==> src/rtl/uart_tx_arbiter.sv <==
// uart_tx_arbiter
//   Round-robin arbiter that lets four byte sources share one UART
//   transmitter. It waits in IDLE for a request and picks a winner. It
//   latches that requester's byte and index, then strobes the transmitter
//   for one cycle. It follows the transmitter's busy line through the frame
//   and inserts an idle gap before it arbitrates again.
//
//   Optional feature: define UART_ARB_TIMEOUT_EN to add a watchdog. The
//   watchdog abandons a frame whose transmitter never raises or never
//   drops busy. It pulses oErr when it fires.
//
// Parameters
//   GAP_CYCLES      idle clocks between frames (0 = no gap)
//   TIMEOUT_CYCLES  watchdog limit in clocks (only with UART_ARB_TIMEOUT_EN)
//
// Ports
//   iClk     in   system clock, rising edge
//   iRst_n   in   asynchronous active-low reset
//   iReq     in   [3:0]  level request per requester
//   idata    in   [31:0] requester k byte on idata[8k+7:8k]
//   iTxBusy  in   transmitter busy
//   oGnt     out  [3:0]  one-hot grant pulse (START only)
//   oTxEN    out  transmitter start strobe (START only)
//   odata    out  [7:0]  captured byte
//   oChan    out  [1:0]  index of requester being served
//   oBusy    out  state is not IDLE
//   oErr     out  watchdog pulse (0 without UART_ARB_TIMEOUT_EN)
module uart_tx_arbiter #(
  parameter int GAP_CYCLES     = 16,
  parameter int TIMEOUT_CYCLES = 4096
) (
  input  logic        iClk,
  input  logic        iRst_n,
  input  logic [3:0]  iReq,
  input  logic [31:0] idata,
  input  logic        iTxBusy,
  output logic [3:0]  oGnt,
  output logic        oTxEN,
  output logic [7:0]  odata,
  output logic [1:0]  oChan,
  output logic        oBusy,
  output logic        oErr
);

  localparam int NUM_REQ = 4;
  localparam int VEC_W   = 8;
  localparam int IDX_W   = $clog2(NUM_REQ);
  localparam int GAP_W   = (GAP_CYCLES > 1) ? $clog2(GAP_CYCLES) : 1;

  typedef enum logic [2:0] {
    IDLE,
    START,
    WAIT_BUSY,
    WAIT_DONE,
    GAP
  } state_e;

  state_e                          state_q, state_d;
  logic [VEC_W-1:0]                odata_q, odata_d;
  logic [IDX_W-1:0]                chan_q, chan_d;
  logic [IDX_W-1:0]                ptr_q, ptr_d;     // last granted requester
  logic [GAP_W-1:0]                gap_cnt_q, gap_cnt_d;
  logic [NUM_REQ-1:0][VEC_W-1:0]   req_data;
  logic                            win_vld;
  logic [IDX_W-1:0]                win_idx;
  logic [IDX_W-1:0]                cand;
  logic                            gap_done;

  // Split the flat data bus into one byte lane per requester.
  for (genvar g = 0; g < NUM_REQ; g++) begin : g_lane
    assign req_data[g] = idata[g*VEC_W +: VEC_W];
  end

  // Round-robin pick. Offsets 1..NUM_REQ from the last grant are scanned
  // from the far end inward, so the nearest asserted requester is assigned
  // last and wins. Offset NUM_REQ wraps to the last granted requester
  // itself, which gives it the lowest priority.
  always_comb begin
    win_vld = 1'b0;
    win_idx = '0;
    cand    = '0;
    for (int i = NUM_REQ - 1; i >= 0; i--) begin
      cand = ptr_q + IDX_W'(i + 1);
      if (iReq[cand]) begin
        win_vld = 1'b1;
        win_idx = cand;
      end
    end
  end

  // Short gaps of 0 or 1 clock finish on the first GAP cycle.
  assign gap_done = (GAP_CYCLES <= 1) || (gap_cnt_q == GAP_W'(GAP_CYCLES - 1));

`ifdef UART_ARB_TIMEOUT_EN
  localparam int WD_W = $clog2(TIMEOUT_CYCLES + 1);
  logic [WD_W-1:0] wd_cnt_q, wd_cnt_d;
  logic            err_q, err_d;
  logic            wd_expired;

  // The counter is cleared in START, so this compare fires on the
  // TIMEOUT_CYCLES-th clock spent in the two wait states.
  assign wd_expired = (wd_cnt_q == WD_W'(TIMEOUT_CYCLES - 1));
`endif

  always_comb begin
    state_d   = state_q;
    odata_d   = odata_q;
    chan_d    = chan_q;
    ptr_d     = ptr_q;
    gap_cnt_d = gap_cnt_q;
`ifdef UART_ARB_TIMEOUT_EN
    wd_cnt_d  = wd_cnt_q;
    err_d     = 1'b0;
`endif
    unique case (state_q)
      IDLE: begin
        if (win_vld) begin
          odata_d = req_data[win_idx];
          chan_d  = win_idx;
          state_d = START;
        end
      end
      START: begin
        ptr_d   = chan_q;
        state_d = WAIT_BUSY;
`ifdef UART_ARB_TIMEOUT_EN
        wd_cnt_d = '0;
`endif
      end
      WAIT_BUSY: begin
`ifdef UART_ARB_TIMEOUT_EN
        wd_cnt_d = wd_cnt_q + 1'b1;
`endif
        if (iTxBusy) begin
          state_d = WAIT_DONE;
        end
`ifdef UART_ARB_TIMEOUT_EN
        else if (wd_expired) begin
          state_d   = GAP;
          gap_cnt_d = '0;
          err_d     = 1'b1;
        end
`endif
      end
      WAIT_DONE: begin
`ifdef UART_ARB_TIMEOUT_EN
        wd_cnt_d = wd_cnt_q + 1'b1;
`endif
        if (!iTxBusy) begin
          state_d   = (GAP_CYCLES == 0) ? IDLE : GAP;
          gap_cnt_d = '0;
        end
`ifdef UART_ARB_TIMEOUT_EN
        else if (wd_expired) begin
          state_d   = GAP;
          gap_cnt_d = '0;
          err_d     = 1'b1;
        end
`endif
      end
      GAP: begin
        if (gap_done) begin
          state_d   = IDLE;
          gap_cnt_d = '0;
        end else begin
          gap_cnt_d = gap_cnt_q + 1'b1;
        end
      end
      default: state_d = IDLE;
    endcase
  end

  // Pointer resets to the last requester so the first search begins at 0.
  always_ff @(posedge iClk or negedge iRst_n) begin
    if (!iRst_n) begin
      state_q   <= IDLE;
      odata_q   <= '0;
      chan_q    <= '0;
      ptr_q     <= IDX_W'(NUM_REQ - 1);
      gap_cnt_q <= '0;
    end else begin
      state_q   <= state_d;
      odata_q   <= odata_d;
      chan_q    <= chan_d;
      ptr_q     <= ptr_d;
      gap_cnt_q <= gap_cnt_d;
    end
  end

`ifdef UART_ARB_TIMEOUT_EN
  always_ff @(posedge iClk or negedge iRst_n) begin
    if (!iRst_n) begin
      wd_cnt_q <= '0;
      err_q    <= 1'b0;
    end else begin
      wd_cnt_q <= wd_cnt_d;
      err_q    <= err_d;
    end
  end

  assign oErr = err_q;
`else
  // No watchdog: the error output is a constant 0.
  assign oErr = 1'b0 & (TIMEOUT_CYCLES != 0);
`endif

  // These outputs decode directly from state. Reset therefore clears them
  // as soon as it asserts.
  assign oTxEN = (state_q == START);
  assign oGnt  = (state_q == START) ? (NUM_REQ'(1) << chan_q) : '0;
  assign oBusy = (state_q != IDLE);
  assign odata = odata_q;
  assign oChan = chan_q;

endmodule

==> config.mk <==
export PLATFORM = sky130hd
export DESIGN_NAME = uart_tx_arbiter
export DESIGN_NICKNAME = d
export VERILOG_FILES = /design/src/rtl/uart_tx_arbiter.sv
export SDC_FILE = /design/constraint.sdc
export NUM_CORES = 1
export LEC_CHECK = 0
export ABC_CLOCK_PERIOD_IN_PS = 5000
export BUFFER_PORTS_ARGS = -buffer_cell sky130_fd_sc_hd__buf_2
export CAP_MARGIN = 10
export CELL_PAD_IN_SITES_DETAIL_PLACEMENT = 1
export CELL_PAD_IN_SITES_GLOBAL_PLACEMENT = 1
export CORE_AREA = 2 2 63 65
export CTS_CLUSTER_SIZE = 10
export DETAILED_ROUTE_END_ITERATION = 6
export DIE_AREA = 0 0 65 67
export PLACE_DENSITY_LB_ADDON = 0.1
export SYNTH_ARGS = -nofsm -noshare
export SYNTH_HDL_FRONTEND = slang
export SYNTH_SLANG_ARGS = --single-unit
==> constraint.sdc <==
create_clock -name iClk -period 5 [get_ports iClk]
set_input_delay 0.5 -clock iClk [delete_from_list [all_inputs] [get_ports iClk]]
set_output_delay 0.5 -clock iClk [all_outputs]
set_load 0.005 [all_outputs]
==> results.json, run 1 <==
{
  "place_ws_ns": 2.89,
  "antenna_found_initial": 0,
  "path_clk_slew_ns": 0.07,
  "initial_core_util_pct": 35.0,
  "synth_area_leader_cell": "dfrtp_1",
  "gp_congestion": 0.722,
  "nFillCells": 452,
  "rsz0062_at_grt": "false",
  "ys_types": 43,
  "synth_area_per_cell_um2": 9.34,
  "drv_cap": 0,
  "worst_setup_path_start_kind": "flop",
  "die_w_um": 65,
  "hold_viol": 0,
  "setup_viol": 0,
  "slew_viol_final": 0,
  "wire_per_inst_um": 15.8,
  "final_core_util_pct": 44.2,
  "hp-class": "in -> async",
  "postRouteAntennaNets": 0,
  "required_ns": 4.50,
  "io_buffer_count": 54,
  "synthTopCellsByArea": "dfrtp_1, mux2i_1, nand2_1",
  "skew_ns": 0.00454,
  "layout.nets": 228,
  "synth-seq-area-share_pct": 37.9,
  "area_delta_synth_final_pct": 26.3,
  "syn_inst": 135,
  "min_period_ns": 1.98,
  "hpwl_um": 3050,
  "grt_use_total_pct": 18.2,
  "synth_compound_area_share_pct": 25.0,
  "clk-insertion-delay-late_ns": 0.25,
  "drt_iter0_drc": 40,
  "first_pass_iters": 3,
  "r2r_cells": 5,
  "syn_area_um2": 1260,
  "max-slew-margin-rel_pct": 57.7,
  "cts-root-buf": "clkbuf_8",
  "post_cts_resized": 0,
  "synth_top_family_by_area": "simple AND/OR/NAND/NOR gates",
  "synth_xor_area_share_pct": 0,
  "drc": 0,
  "critical_path_class": "reg -> out",
  "rows": 22,
  "synthAdderAreaFrac_pct": 0.992,
  "diodes": 0,
  "synth_edf_count": 0,
  "post_cts_buffers": 0,
  "wl_um": 3710,
  "clock.fmax_mhz": 504,
  "path_cells": "nor2_1, nand2_1, inv_1, nand2_1, nor2_1, buf_2",
  "critPathBufInv": 2,
  "critical_path_arrival_ns": 1.48,
  "vias": 1223,
  "synth_mux_area_share_pct": 6.35,
  "core-area_um2": 3610,
  "synthSimpleGateAreaFrac_pct": 25.7,
  "leakage_nw": 0.788,
  "io-pin-count": 56,
  "first_global_vias": 1307,
  "cts_tree": "done",
  "vias_per_cell": 5.20,
  "powerDensity_nw_per_um2": 488,
  "synthArstFlopShare_pct": 100,
  "die_area_um2": 4360,
  "grt_start_max_net_pins": 20,
  "ys_warn_count": 0,
  "timing.final.crit_share_pct": 39.6,
  "worstSetupEndpointType": "primary output",
  "irDropWorstVdd_mv": 0.222,
  "crit_family": "flip-flops",
  "grt-ovfl-total": 0,
  "reg2reg_to": "odata[7]",
  "cts_max_path_buffers": 2,
  "crit_fanout": 13,
  "critPathSlowestCell": "dfrtp_1",
  "slowest_delay_ns": 0.52,
  "ys_ff_latch": 19,
  "r2r_setup_slack_ns": 3.06,
  "grt_pass1_wl_um": 6070,
  "cts_hold_buf": 0,
  "tightest_slew_ns": 0.628,
  "reg2reg_from": "ptr_q[0]",
  "h-tree-depth": 1,
  "final_layout_size_suffix_gt1_share_pct": 34.8,
  "setup-tns-final_ns": 0,
  "power_uw": 777,
  "dieHeight_um": 67,
  "status": "complete, no violations",
  "setup_slack_ns": 3.02,
  "cts_inserted_buffers": 3,
  "cts.sinks": 19,
  "syn_nets": 175,
  "yosys_most_used_dff": "dfrtp_1",
  "dpl_cell_area_um2": 1550,
  "synth_top_area_share_pct": 33.7,
  "fin_area_um2": 1590
}
## cell families after synthesis
logic type	after synthesis
buf+inv	7
flops	19
mux	8
simple gates	55
compound gates	44
fa+ha+maj	1
other cells	1
## where the power goes
group / switching [mW] / internal [mW] / total (mW)
logic: 0.205 / 0.173 / 0.378
clock network: 0.0482 / 0.0565 / 0.105
registers: 0.0687 / 0.226 / 0.294
total: 0.322 / 0.455 / 0.777
## how the worst max path moves through the flow
| stage | startpoint | end | slack (ns) | cells after the start |
|---|---|---|---|---|
| detailed placement | iReq[3] | odata[7] | 2.89 | 6 |
| global placement | iReq[3] | odata[4] | 2.95 | 6 |
| global route | state_q[2] | oGnt[2] | 2.88 | 6 |
| floorplan | iReq[3] | odata[0] | 3.38 | 7 |
| finish | state_q[2] | oGnt[2] | 3.02 | 6 |
| CTS | state_q[2] | oGnt[2] | 3.00 | 6 |
## cells in the mapped netlist, types with 2 or more instances
cell type / instances
buf_6: 2
nand2_1: 20
o22ai_1: 2
and3_1: 2
o31a_1: 8
o21a_1: 2
dfrtp_1: 17
and4_1: 8
dfstp_2: 2
nand3_1: 2
mux2i_1: 8
nor3_1: 2
nor2_1: 9
o211ai_1: 9
o21ai_0: 12
a21oi_1: 3
## final cells by class
type,count,area [µm²],area share (%)
repair buffers,54,270,17.0
clock buffers,4,45.0,2.83
inverters,1,3.75,0.236
well taps,48,60.1,3.77
flip-flops and latches,19,478,30.0
multi-input cells,109,736,46.2
## flip-flops by register name, summed over array words and instances (netlist names)
signal / cells
gap_cnt_q: 4
ptr_q: 2
oChan: 2
odata: 8
state_q: 3
## per-stage QoR
stage	hold WS [ns]	cells
after floorplan	0.204	135
after global placement	0.460	231
final	0.190	235
after global routing	0.200	235
after CTS	0.200	235
after detailed placement	0.469	231
## metal layers
metal	GRT usage, %	share of wire, %
met5	0	0
met1	19.4	39
met2	37.5	56
met3	3.04	4.4
met4	2.66	0.40
## layout by cell type, fill, tap and decap left out, drive strengths merged
cell type   n
conb        1
dfstp       2
nand2b      2
o22ai       2
or3b        1
nand3b      2
or3         1
o211ai      9
nor2b       2
or2b        1
buf        54
o221ai      1
nor3        3
o31ai       1
nor2        9
o22a        1
a21oi       5
mux2i       8
o21a        2
o31a        8
nor3b       1
inv         1
nand3       2
o211a       1
nand2      20
and3        2
clkbuf      4
dfrtp      17
and4        8
or4         1
a21o        1
ha          1
o21ai      12
a22oi       1
## worst reg2reg max path, cell delays in order, from the launching register on
cell and delay [ns]:
dfstp_2 0.57, nor2b_4 0.05, o21a_1 0.29, nor3_4 0.54, mux2i_1 0.26, o211ai_1 0.10
Power figures use the tool's default switching activity.
==> run 2, diff against run 1 <==
--- a/config.mk
+++ b/config.mk
@@ -5,15 +5,15 @@
 export SDC_FILE = /design/constraint.sdc
 export NUM_CORES = 1
 export LEC_CHECK = 0
-export ABC_CLOCK_PERIOD_IN_PS = 5000
+export ABC_CLOCK_PERIOD_IN_PS = 2000
 export BUFFER_PORTS_ARGS = -buffer_cell sky130_fd_sc_hd__buf_2
 export CAP_MARGIN = 10
 export CELL_PAD_IN_SITES_DETAIL_PLACEMENT = 1
 export CELL_PAD_IN_SITES_GLOBAL_PLACEMENT = 1
-export CORE_AREA = 2 2 63 65
+export CORE_AREA = 2 2 64 66
 export CTS_CLUSTER_SIZE = 10
 export DETAILED_ROUTE_END_ITERATION = 6
-export DIE_AREA = 0 0 65 67
+export DIE_AREA = 0 0 66 68
 export PLACE_DENSITY_LB_ADDON = 0.1
 export SYNTH_ARGS = -nofsm -noshare
 export SYNTH_HDL_FRONTEND = slang
==> constraint.sdc (replaced) <==
create_clock -name iClk -period 2 [get_ports iClk]
set_input_delay 0.2 -clock iClk [delete_from_list [all_inputs] [get_ports iClk]]
set_output_delay 0.2 -clock iClk [all_outputs]
set_load 0.005 [all_outputs]
==> run 2 against run 1 <==
Combinational power rose to 2.7 times the previous value; critical path depth unchanged; design area is 2.7% higher; critical endpoint is now odata[2]; clock power rose by 150%; final cell count is 3.0% higher; worst hold slack better by 0.070 ns.
==> results.json, run 2 (synthesis gave the netlist of run 1 again) <==
{
  "power_mw": 2.01,
  "wl_um": 3790,
  "hpwl_um": 3120,
  "clk-insertion-delay-late_ns": 0.25,
  "layout.nets": 233,
  "first_pass_iters": 4,
  "hold_viol": 0,
  "clock.fmax_mhz": 556,
  "cts_tree": "done",
  "powerDensity_nw_per_um2": 1230,
  "drv_cap": 0,
  "setup_viol": 0,
  "critical_path_class": "reg -> reg",
  "hp-class": "in -> reg",
  "grt_pass1_wl_um": 5960,
  "cts-root-buf": "clkbuf_8",
  "skew_ns": 0.00318,
  "path_clk_slew_ns": 0.07,
  "h-tree-depth": 1,
  "required_ns": 2.12,
  "place_ws_ns": 0.202,
  "max-slew-margin-rel_pct": 56.6,
  "whs_path_depth": 3,
  "largest_register_ffs": 8,
  "r2r_cells": 6,
  "reg2reg_from": "ptr_q[0]",
  "first_global_vias": 1266,
  "vias_per_cell": 5.20,
  "io_buffer_count": 54,
  "drc": 0,
  "setup_slack_ns": 0.202,
  "timing.final.crit_share_pct": 89.9,
  "final_common_cell": "buf_2",
  "grt_use_total_pct": 17.3,
  "final_layout_size_suffix_gt1_share_pct": 35.9,
  "worst_setup_path_start_kind": "flop",
  "worstSetupEndpointType": "flop",
  "rsz0062_at_grt": "false",
  "rows": 23,
  "critical_path_arrival_ns": 1.92,
  "slew_viol_final": 0,
  "initial_core_util_pct": 32.7,
  "postRouteAntennaNets": 0,
  "wire_per_inst_um": 15.6,
  "irDropWorstVdd_mv": 0.564,
  "dpl_cell_area_um2": 1580,
  "hold_end": "state_q[0]",
  "grt_start_max_net_pins": 20,
  "die_w_um": 66,
  "io-pin-count": 56,
  "dieHeight_um": 68,
  "r2r_setup_slack_ns": 0.20,
  "hp-start": "iTxBusy",
  "core-area_um2": 3860,
  "grt-ovfl-total": 0,
  "min_period_ns": 1.80,
  "cts.sinks": 19,
  "drt_iter0_drc": 51,
  "diodes": 0,
  "gp_congestion": 0.786,
  "vias": 1258,
  "leakage_nw": 0.812,
  "tightest_slew_ns": 0.644,
  "status": "complete, no violations",
  "setup-tns-final_ns": 0,
  "reg2reg_to": "odata[2]",
  "cts_inserted_buffers": 3,
  "die_area_um2": 4490,
  "final_cell_mix": "buf_2, nand2_1, dfrtp_1",
  "cts_max_path_buffers": 2,
  "antenna_found_initial": 0,
  "area_delta_synth_final_pct": 29.7,
  "crit_fanout": 9,
  "fin_area_um2": 1640
}
[run 2: what timing repair did]
| action | CTS | global route |
|---|---|---|
| gates resized for setup | 0 | 0 |
| buffers inserted | 0 | 0 |
| hold endpoints to repair | 17 | 0 |
| hold buffers | 1 | 0 |
[run 2: worst max-delay path by stage]
stage | slack, ns | startpoint | endpoint
2_1_floorplan | 0.41 | ptr_q[0] | odata[0]
3_3_place_gp | 0.25 | ptr_q[0] | odata[3]
3_5_place_dp | 0.20 | ptr_q[0] | odata[2]
4_1_cts | 0.18 | ptr_q[0] | odata[7]
5_1_grt | 0.11 | ptr_q[0] | odata[2]
6_report | 0.20 | ptr_q[0] | odata[2]
[run 2: layout make-up]
class | count | area [µm²]
Timing Repair Buffer | 59 | 310
Multi-Input combinational cell | 109 | 736
Fill cell | 483 | 2220
Sequential cell | 19 | 478
Inverter | 1 | 3.75
Clock buffer | 4 | 45.0
Tap cell | 50 | 62.6
[run 2: through the flow]
step / instances / util (%) / hold slack (ns)
4_1_cts: 242 / 42.4 / 0.250
3_5_place_dp: 237 / 41.0 / 0.171
6_report: 242 / 42.4 / 0.260
5_1_grt: 242 / 42.4 / 0.247
2_1_floorplan: 135 / - / -0.0956
3_3_place_gp: 237 / 41.0 / 0.170
[run 2: power by group]
group          switching [mW]  internal [mW]
clock                   0.119          0.141
sequential              0.153          0.564
combinational           0.558          0.473
[run 2: worst max-delay path, stage by stage (launching register included)]
cell      delay [ns]
dfstp_2         0.56
nor2b_4         0.05
o21a_1          0.31
nor3_4          0.19
buf_4           0.22
mux2i_1         0.23
o211ai_1        0.10
[run 2: per-layer routing]
layer	track usage, %	routed length (µm)	vias to the layer above
met5	0	0	-
li1	-	-	622
met3	1.32	130	2
met1	20.5	1570	610
met4	3.83	10	0
met2	34.2	2080	24
==> run 3, diff against run 2 <==
--- a/config.mk
+++ b/config.mk
@@ -5,7 +5,7 @@
 export SDC_FILE = /design/constraint.sdc
 export NUM_CORES = 1
 export LEC_CHECK = 0
-export ABC_CLOCK_PERIOD_IN_PS = 2000
+export ABC_CLOCK_PERIOD_IN_PS = 1800
 export BUFFER_PORTS_ARGS = -buffer_cell sky130_fd_sc_hd__buf_2
 export CAP_MARGIN = 10
 export CELL_PAD_IN_SITES_DETAIL_PLACEMENT = 1
==> constraint.sdc (replaced) <==
create_clock -name iClk -period 1.8 [get_ports iClk]
set_input_delay 0.18 -clock iClk [delete_from_list [all_inputs] [get_ports iClk]]
set_output_delay 0.18 -clock iClk [all_outputs]
set_load 0.005 [all_outputs]
==> run 3 against run 2 <==
Setup slack worse by 0.12 ns; maximum frequency is 4.9% higher; clock skew is 0.0015 ns lower; wire length is 1.0% lower; sequential power is 10% higher; flip-flop and latch count stayed put; critical endpoint is now odata[1].
==> results.json, run 3 (synthesis gave the netlist of run 1 again) <==
{
  "vias_per_cell": 5.18,
  "min_period_ns": 1.72,
  "rows": 23,
  "wire_per_inst_um": 15.4,
  "max-slew-margin-rel_pct": 55.2,
  "layout.nets": 234,
  "cts-root-buf": "clkbuf_8",
  "postRouteAntennaNets": 0,
  "setup_slack_ns": 0.0849,
  "leakage_nw": 0.824,
  "hold_viol": 0,
  "vias": 1258,
  "area_delta_synth_final_pct": 33.4,
  "initial_core_util_pct": 32.7,
  "grt_use_total_pct": 17.4,
  "crit_fanout": 9,
  "first_pass_iters": 4,
  "nFillCells": 477,
  "gp_congestion": 0.765,
  "drc": 0,
  "drv_cap": 0,
  "hpwl_um": 3070,
  "tightest_slew_ns": 0.666,
  "path_clk_slew_ns": 0.07,
  "io_buffer_count": 54,
  "dieHeight_um": 68,
  "grt_start_max_net_pins": 20,
  "drt_iter0_drc": 28,
  "worst_setup_path_start_kind": "flop",
  "r2r_setup_slack_ns": 0.08,
  "final_common_cell": "buf_2",
  "multi_input_area_um2": 762,
  "slew_viol_final": 0,
  "antenna_found_initial": 0,
  "wl_um": 3750,
  "dp.cells": 238,
  "setup_viol": 0,
  "cts_inserted_buffers": 3,
  "skew_ns": 0.00172,
  "first_global_vias": 1295,
  "grt-ovfl-total": 0,
  "critical_path_class": "reg -> reg",
  "irDropWorstVdd_mv": 0.693,
  "seq_area_um2": 478,
  "die_w_um": 66,
  "hp-class": "in -> reg",
  "powerDensity_nw_per_um2": 1380,
  "grt_pass1_wl_um": 5950,
  "rsz0062_at_grt": "true",
  "die_area_um2": 4490,
  "diodes": 0,
  "final_layout_size_suffix_gt1_share_pct": 39.9,
  "cts.sinks": 19,
  "io-pin-count": 56,
  "place_ws_ns": -0.0511,
  "core-area_um2": 3860,
  "status": "complete, no violations",
  "hold_slack_ns": 0.218,
  "cts_max_path_buffers": 2,
  "largest_register_ffs": 8,
  "final_cell_mix": "buf_2, nand2_1, dfrtp_1",
  "cts_tree": "done",
  "critical_path_arrival_ns": 1.84,
  "worstSetupEndpointType": "flop",
  "timing.final.crit_share_pct": 95.3,
  "fin_cells": 243,
  "required_ns": 1.93,
  "h-tree-depth": 1,
  "clk-insertion-delay-late_ns": 0.25,
  "clock.fmax_mhz": 583
}
==> run 3: cell count changes in the layout (fill, tap and decap cells not counted), sizes merged <==
cell,delta
clkbuf,-1
buf,+1
clkinv,+1
==> run 3: worst max-delay path: stages (launching register included) <==
cell and delay [ns]:
dfstp_2 0.57, nor2b_4 0.05, o21a_2 0.25, nor3_4 0.22, buf_12 0.17, mux2i_2 0.22
o211ai_1 0.10
==> run 3: power breakdown <==
group          internal (mW)  switching [mW]
Combinational          0.584           0.656
Sequential             0.627           0.163
Clock                  0.154           0.136
Total                   1.36           0.955
==> run 3: stage by stage <==
stage / TNS (ns) / power, mW / util, % / instance area (µm²)
floorplan: 0 / 1.54 / - / 1260
global placement: -0.0348 / 1.95 / 41.5 / 1600
detailed placement: -0.0735 / 2.01 / 41.5 / 1600
CTS: 0 / 2.31 / 43.0 / 1660
global route: -0.00891 / 2.53 / 43.6 / 1680
finish: 0 / 2.32 / 43.6 / 1680
==> run 3: final cells by class <==
type	instances	area share [%]
repair buffers	60	19.6
multi-input cells	109	45.3
flip-flops and latches	19	28.4
clock buffers	3	2.45
well taps	50	3.72
inverters	1	0.223
clock inverters	1	0.297
==> run 3: final timing paths <==
path / from / endpoint / cells after the start
setup / recovery: ptr_q[0] / odata[1] / 6
hold / removal: iTxBusy / state_q[0] / 3
setup reg to reg: ptr_q[0] / odata[1] / 6
hold reg to reg: ptr_q[1] / ptr_q[1] / 2
max in group asynchronous: iRst_n / ptr_q[0] / 2
min in group asynchronous: iRst_n / state_q[0] / 2
==> run 3: timing repair <==
item / CTS / global route
gates resized for setup: 3 / 10
setup buffers: 0 / 0
setup endpoints to repair: 3 / 8
hold buffers: 1 / 0
endpoints found under the hold margin: 17 / 0
pin swaps: 0 / 0
==> run 3: metal layers <==
| metal | vias to the layer above | global-route usage (%) | part of all wire (%) |
|---|---|---|---|
| li1 | 623 | - | - |
| met3 | 4 | 2.63 | 3.9 |
| met2 | 24 | 32.7 | 55 |
| met4 | 0 | 5.87 | 0.96 |
| met1 | 607 | 20.2 | 40 |
| met5 | - | 0 | 0 |
